[src/rtl/sr_shifter.sv]
// sr_shifter: parallel-load serial shifter driving a 74HC595-style chain, with storage-clock pulse
module sr_shifter #(
    parameter int WIDTH     = 8,
    parameter int DIV       = 2,
    parameter bit MSB_FIRST = 1'b1
) (
    input  logic             i_clk,
    input  logic             i_rst,
    input  logic [WIDTH-1:0] i_data,
    input  logic             i_load,
    input  logic             i_latch,
    output logic             o_busy,
    output logic             o_sdata,
    output logic             o_sclk,
    output logic             o_rclk,
    output logic             o_overrun
);
    localparam int BW = $clog2(WIDTH) + 1;
    localparam int DW = $clog2(DIV) + 1;
    localparam logic [BW-1:0] LAST_BIT = BW'(WIDTH - 1);
    localparam logic [DW-1:0] LAST_DIV = DW'(DIV - 1);

    typedef enum logic [1:0] {IDLE, LOW, HIGH} state_t;

    state_t           state;
    logic [WIDTH-1:0] sreg;
    logic [WIDTH-1:0] nxt;
    logic [BW-1:0]    bcnt;
    logic [DW-1:0]    dcnt;
    logic [DW-1:0]    rcnt;

    // word as it looks after moving the just-sent bit out
    always_comb nxt = MSB_FIRST ? sreg << 1 : sreg >> 1;

    // shift FSM: LOW sets up data, HIGH presents the rising sclk edge; each lasts DIV cycles
    always_ff @(posedge i_clk) begin
        if (i_rst) begin
            state     <= IDLE;
            sreg      <= '0;
            bcnt      <= '0;
            dcnt      <= '0;
            o_busy    <= 1'b0;
            o_sclk    <= 1'b0;
            o_sdata   <= 1'b0;
            o_overrun <= 1'b0;
        end else begin
            if (i_load && state != IDLE) o_overrun <= 1'b1;
            case (state)
                IDLE: if (i_load) begin
                    state   <= LOW;
                    sreg    <= i_data;
                    bcnt    <= '0;
                    dcnt    <= '0;
                    o_busy  <= 1'b1;
                    o_sdata <= MSB_FIRST ? i_data[WIDTH-1] : i_data[0];
                end
                LOW: if (dcnt == LAST_DIV) begin
                    state  <= HIGH;
                    dcnt   <= '0;
                    o_sclk <= 1'b1;
                end else begin
                    dcnt <= dcnt + 1'b1;
                end
                HIGH: if (dcnt == LAST_DIV) begin
                    dcnt   <= '0;
                    o_sclk <= 1'b0;
                    if (bcnt == LAST_BIT) begin
                        state   <= IDLE;
                        o_busy  <= 1'b0;
                        o_sdata <= 1'b0;
                    end else begin
                        state   <= LOW;
                        sreg    <= nxt;
                        bcnt    <= bcnt + 1'b1;
                        o_sdata <= MSB_FIRST ? nxt[WIDTH-1] : nxt[0];
                    end
                end else begin
                    dcnt <= dcnt + 1'b1;
                end
                default: state <= IDLE;
            endcase
        end
    end

    // storage-clock pulse of DIV cycles; a latch arriving mid-pulse is dropped
    always_ff @(posedge i_clk) begin
        if (i_rst) begin
            o_rclk <= 1'b0;
            rcnt   <= '0;
        end else if (o_rclk) begin
            o_rclk <= rcnt != LAST_DIV;
            rcnt   <= rcnt + 1'b1;
        end else if (i_latch) begin
            o_rclk <= 1'b1;
            rcnt   <= '0;
        end
    end
endmodule
[config.mk]
export PLATFORM = sky130hd
export DESIGN_NAME = sr_shifter
export DESIGN_NICKNAME = d
export VERILOG_FILES = /design/src/rtl/sr_shifter.sv
export SDC_FILE = /design/constraint.sdc
export NUM_CORES = 1
export LEC_CHECK = 0
export BUFFER_PORTS_ARGS = -buffer_cell sky130_fd_sc_hd__buf_2
export CAP_MARGIN = 25
export CORE_MARGIN = 8
export CORE_UTILIZATION = 50
export CTS_CLUSTER_DIAMETER = 50
export DETAILED_ROUTE_END_ITERATION = 8
export PLACE_DENSITY_LB_ADDON = 0.08
export SYNTH_ARGS = -nofsm -noshare
export SYNTH_HDL_FRONTEND = slang
export SYNTH_SLANG_ARGS = --single-unit
[constraint.sdc]
create_clock -name i_clk -period 2.07 [get_ports i_clk]
set_input_delay 0.1035 -clock i_clk [delete_from_list [all_inputs] [get_ports i_clk]]
set_output_delay 0.1035 -clock i_clk [all_outputs]
set_load 0.05 [all_outputs]
[Yosys cells after proc, flatten, opt, wreduce, memory -nomap -nowiden]
Index checks and enable logic that the tools add are counted.
Widths: inputs -> output; s select.
Word-level totals
  word-level logic and storage cells: 68
  bits of input ports: 12
  output and inout port bits: 5
  bits in registers: 22
Operators by class
  eq/ne operators: 10
  mux-type cells: 31
  reductions and logical operators: 14
  add/subtract/negate cells: 3
Operators with widths (number)
  $mux 7: 3
  $mux 2: 7
  $pmux 7 s2: 1
  $mux 4: 3
  $mux 1: 11
  $ne 2x2->1 const B: 5
  $reduce_bool 2->1: 5
  $reduce_and 3->1: 3
  $pmux 4 s2: 1
  $reduce_and 4->1: 2
  $pmux 1 s2: 3
  $pmux 2 s3: 1
  $add 2x1->2 const B: 2
  $add 4x1->4 const B: 1
  $eq 2x1->1 const B: 2
  $eq 4x3->1 const B: 1
  $pmux 2 s2: 1
  $eq 2x2->1 const B: 1
  $logic_not 2->1: 1
  $ne 2x1->1 const B: 1
  $reduce_and 2->1: 1
  $reduce_or 2->1: 1
  $logic_and 1x1->1: 1

[Depth between registers and ports, before layout]
  depth in word-level cells: 4
  gate-level depth with buffers: 8
  depth with buffers taken out: 6

[Worst setup path before layout]
No wires, ideal clock.
  path type: register to register
  from: register state[0]
  to: register sreg[3]
  setup slack: 344 ps
  cell stages (with the launch flop): 9
  data arrival time: 1646 ps
  required time: 1990 ps
  cells stage by stage: dfxtp_1 -> inv_1 -> ha_1 -> buf_6 -> nor2b_1 -> a221oi_4 -> buf_6 -> nor2_1 -> a211oi_2
On the way
  word-level cells in the longest chain between the ends: 3
  elaborated cells on any way between the ends: 8
  those cells by class: eq/ne (4); mux (1); reduce/logical (3)
RTL lines
  from (decl): RTL line 25  | state_t state;
  from (signal assigned): RTL line 38  | state <= IDLE;
  from (signal assigned): RTL line 50  | state <= LOW;
  from (signal assigned): RTL line 58  | state <= HIGH;
  $eq 2x2->1 or $logic_not 2->1 (tied branches): RTL line 48  | case (state)
  $ne 2x2->1 (no line) or $reduce_bool 2->1 (tied branches)
  $reduce_and 4->1 (no line)
  to (signal assigned): RTL line 51  | sreg <= i_data;
  to (signal assigned): RTL line 73  | sreg <= nxt;
  to (decl): RTL line 26  | logic [WIDTH-1:0] sreg;
Several ways; a longest one is shown, not always the timed one.
A chain may end at the register's enable or synchronous reset.

[Final worst setup path]
  from: register state[0]
  to: register sreg[5]
Same word-level chain as after synthesis.

==> out/results.ini <==
[outcome]
outcome = finished clean

[cts]
root_buffer = clkbuf_4
cts_buffers = 3
clk_path_buf_depth = 2
cts_setup_buffers = 0
cts_resized = 0
clkTransAtPathRegs_ps = 120
hold_buffers = 0
clock_latency_ps = 300
cts.sinks = 22
cts_tree = done
cts_max_level = 1

[yosys]
synth_cells = 124
ys.warnings.count = 0
syn_area_um2 = 1160
ys_types = 31
yosysSeqAreaShare_pct = 38.0
syn_avg_cell_area_um2 = 9.35
synth_seq_cells = 22
synth_fp_nets = 144

[power_and_ir_drop]
p_clk_share_pct = 12.7
seqPwrFrac_pct = 38.7
leakage_nw = 0.521
switchingPower_mw = 0.630
switching_share_pct = 41.8
combinationalPowerShare_pct = 48.6
power.density_nw_per_um2 = 1170
fin_total_pwr_mw = 1.51
intPower_mw = 0.878
ir_drop_mv = 0.719

[setup_path]
cp-startpoint = state[0]
crit-reg2reg-launch = state[0]
timing.rr.end = sreg[5]
r2r_cells = 7
critPathCaptureType = flop
worstPathMaxFanout = 15
critPathArrivalTime_ps = 2070
crit_type = flop to flop
max_stage_delay_ps = 430
cp-endpoint = sreg[5]
cp_cell_sequence = inv_1 > ha_1 > nor2b_1 > a221oi_4 > buf_4 > nor2_1 > a211oi_2
cp.required_ps = 2300
reg2reg_setup_slack_ps = 230
slowest_stage = dfxtp_1
start_kind = flop

[grt]
track_usage_pct = 11.4
grt_pass1_wl_um = 3870
grt_pass1_vias = 929
grt_max_degree = 24
grt_overflow = 0
antenna_found_initial = 0

[finish]
layout.core_utilization_pct = 58.1
area.growth.synth_to_final_pct = 10.9
final_common_cell = dfxtp_1
instances_no_fill = 169
num-nets-final = 163
drive_above_1_share_pct = 21.3
final_cell_mix = dfxtp_1, nor2_1, buf_2
fin_area_um2 = 1290
num_antenna_cells = 0

[placed_design]
dp_worst_setup_slack_ps = 250
gp_congestion = 0.809
dpl.hpwl_um = 1630
portBuffers = 16
placed_area_um2 = 1260
dp_cells = 166

[detailed_routing]
viasPerCell = 5.37
dr.pass1.iters = 4
antenna_left = 0
drt_iter0_markers = 12
drc = 0
wl_per_cell_um = 12.8
wl_um = 2170
vias = 908

[timing]
setup_viol = 0
whs_ps = 68.4
tightest_slew_ps = 440
max-slew-margin-rel_pct = 69.8
fin_tns_setup_ps = 0
min_period_over_period_pct = 88.9
finalHoldViolCount = 0
fin_worst_skew_ps = 2.16
finalCriticalPeriod_ps = 1840
grt_setup_unrepaired = no
slew_violations = 0
setup_slack_ps = 230
fmax_mhz = 544

[job]
max_cap_viol_count = 0

[floorplan]
die_w_um = 64.2
core_um2 = 2210
start_util_pct = 52.4
die_area_um2 = 4120
io_pins = 17
die_h_um = 64.2
rows = 17

[min_path]
hp-class = input pin to flop
worstHoldPathCells = 3

## power groups by stage
stage	logic (mW)	clock network [mW]	registers [mW]
6_report	0.733	0.191	0.584
4_1_cts	0.736	0.203	0.586
2_1_floorplan	0.521	0	0.671
3_5_place_dp	0.730	0	0.596
3_3_place_gp	0.720	0	0.589
5_1_grt	0.817	0.222	0.597
## how the worst min path moves through the flow
stage              start       end  slack [ps]
2_1_floorplan      i_rst  state[0]         210
3_3_place_gp     i_latch    o_rclk         370
3_5_place_dp     i_latch    o_rclk         380
4_1_cts        i_data[0]   sreg[0]          60
5_1_grt        i_data[0]   sreg[0]          50
6_report       i_data[0]   sreg[0]          70
## state kept, by name, summed over array words and instances, names as in the netlist
name / cells
sreg: 7
o_overrun: 1
rcnt: 2
o_sclk: 1
o_rclk: 1
o_busy: 1
bcnt: 4
dcnt: 2
o_sdata: 1
state: 2
## metal layers
metal | part of all wire [%] | wire (um) | up-vias | GRT usage, %
li1 | - | - | 469 | -
met3 | 3.3 | 71 | 5 | 2.96
met2 | 48 | 1040 | 15 | 19.7
met5 | 0 | 0 | - | 0
met1 | 47 | 1020 | 419 | 12.6
met4 | 1.8 | 40 | 0 | 5.72
## cell type report
| cell class | count | area [um2] |
|---|---|---|
| clock buffer | 3 | 22.5 |
| fill | 213 | 926 |
| inverter | 6 | 22.5 |
| multi-input combinational | 91 | 663 |
| sequential | 22 | 440 |
| tap | 28 | 35.0 |
| timing repair buffer | 19 | 103 |
## cells in the mapped netlist
cell | instances | area (um2)
a21bo_2 | 1 | 10.0
dfxtp_1 | 22 | 440
nand3b_1 | 3 | 22.5
or2b_1 | 1 | 7.51
mux2i_1 | 11 | 110
mux2_2 | 1 | 11.3
a311oi_1 | 1 | 8.76
a2bb2oi_1 | 1 | 8.76
a221oi_4 | 1 | 26.3
and2_1 | 1 | 6.26
nand3_1 | 3 | 15.0
inv_1 | 6 | 22.5
ha_1 | 8 | 100
o21a_1 | 1 | 7.51
a211oi_1 | 3 | 22.5
a21oi_2 | 1 | 8.76
nor2b_1 | 3 | 18.8
o21ai_0 | 3 | 15.0
buf_6 | 2 | 22.5
nand2b_1 | 7 | 43.8
clkbuf_1 | 3 | 11.3
nor3_1 | 1 | 5.00
a211oi_2 | 4 | 50.1
nand2_1 | 4 | 15.0
o31a_1 | 1 | 8.76
nand4_1 | 1 | 6.26
nor2_1 | 18 | 67.6
and3_1 | 1 | 6.26
a21oi_1 | 9 | 45.0
o41ai_1 | 1 | 8.76
a22oi_1 | 1 | 7.51
## cell families (layout without fill, tap and decap cells)
group                      after synthesis  in the layout  share of synthesized area [%]
AOI/OAI and AO/OA                       28             28                           19.6
adders and majority gates                8              8                           8.63
buffers and inverters                   11             28                           4.85
DFF                                     22             22                           38.0
muxes                                   12             12                           10.5
and+or+nand+nor                         43             43                           18.4
## critical path, delay by kind of cell (launching register included)
kind                     cells  cell delay [ps]
AND/OR/NAND/NOR              2              280
AO/OA/AOI/OAI                2              430
adder cells (fa/ha/maj)      1              280
flip-flops                   1              430
buffers and inverters        2              340
Note: power is estimated with default switching activity, not from simulation.
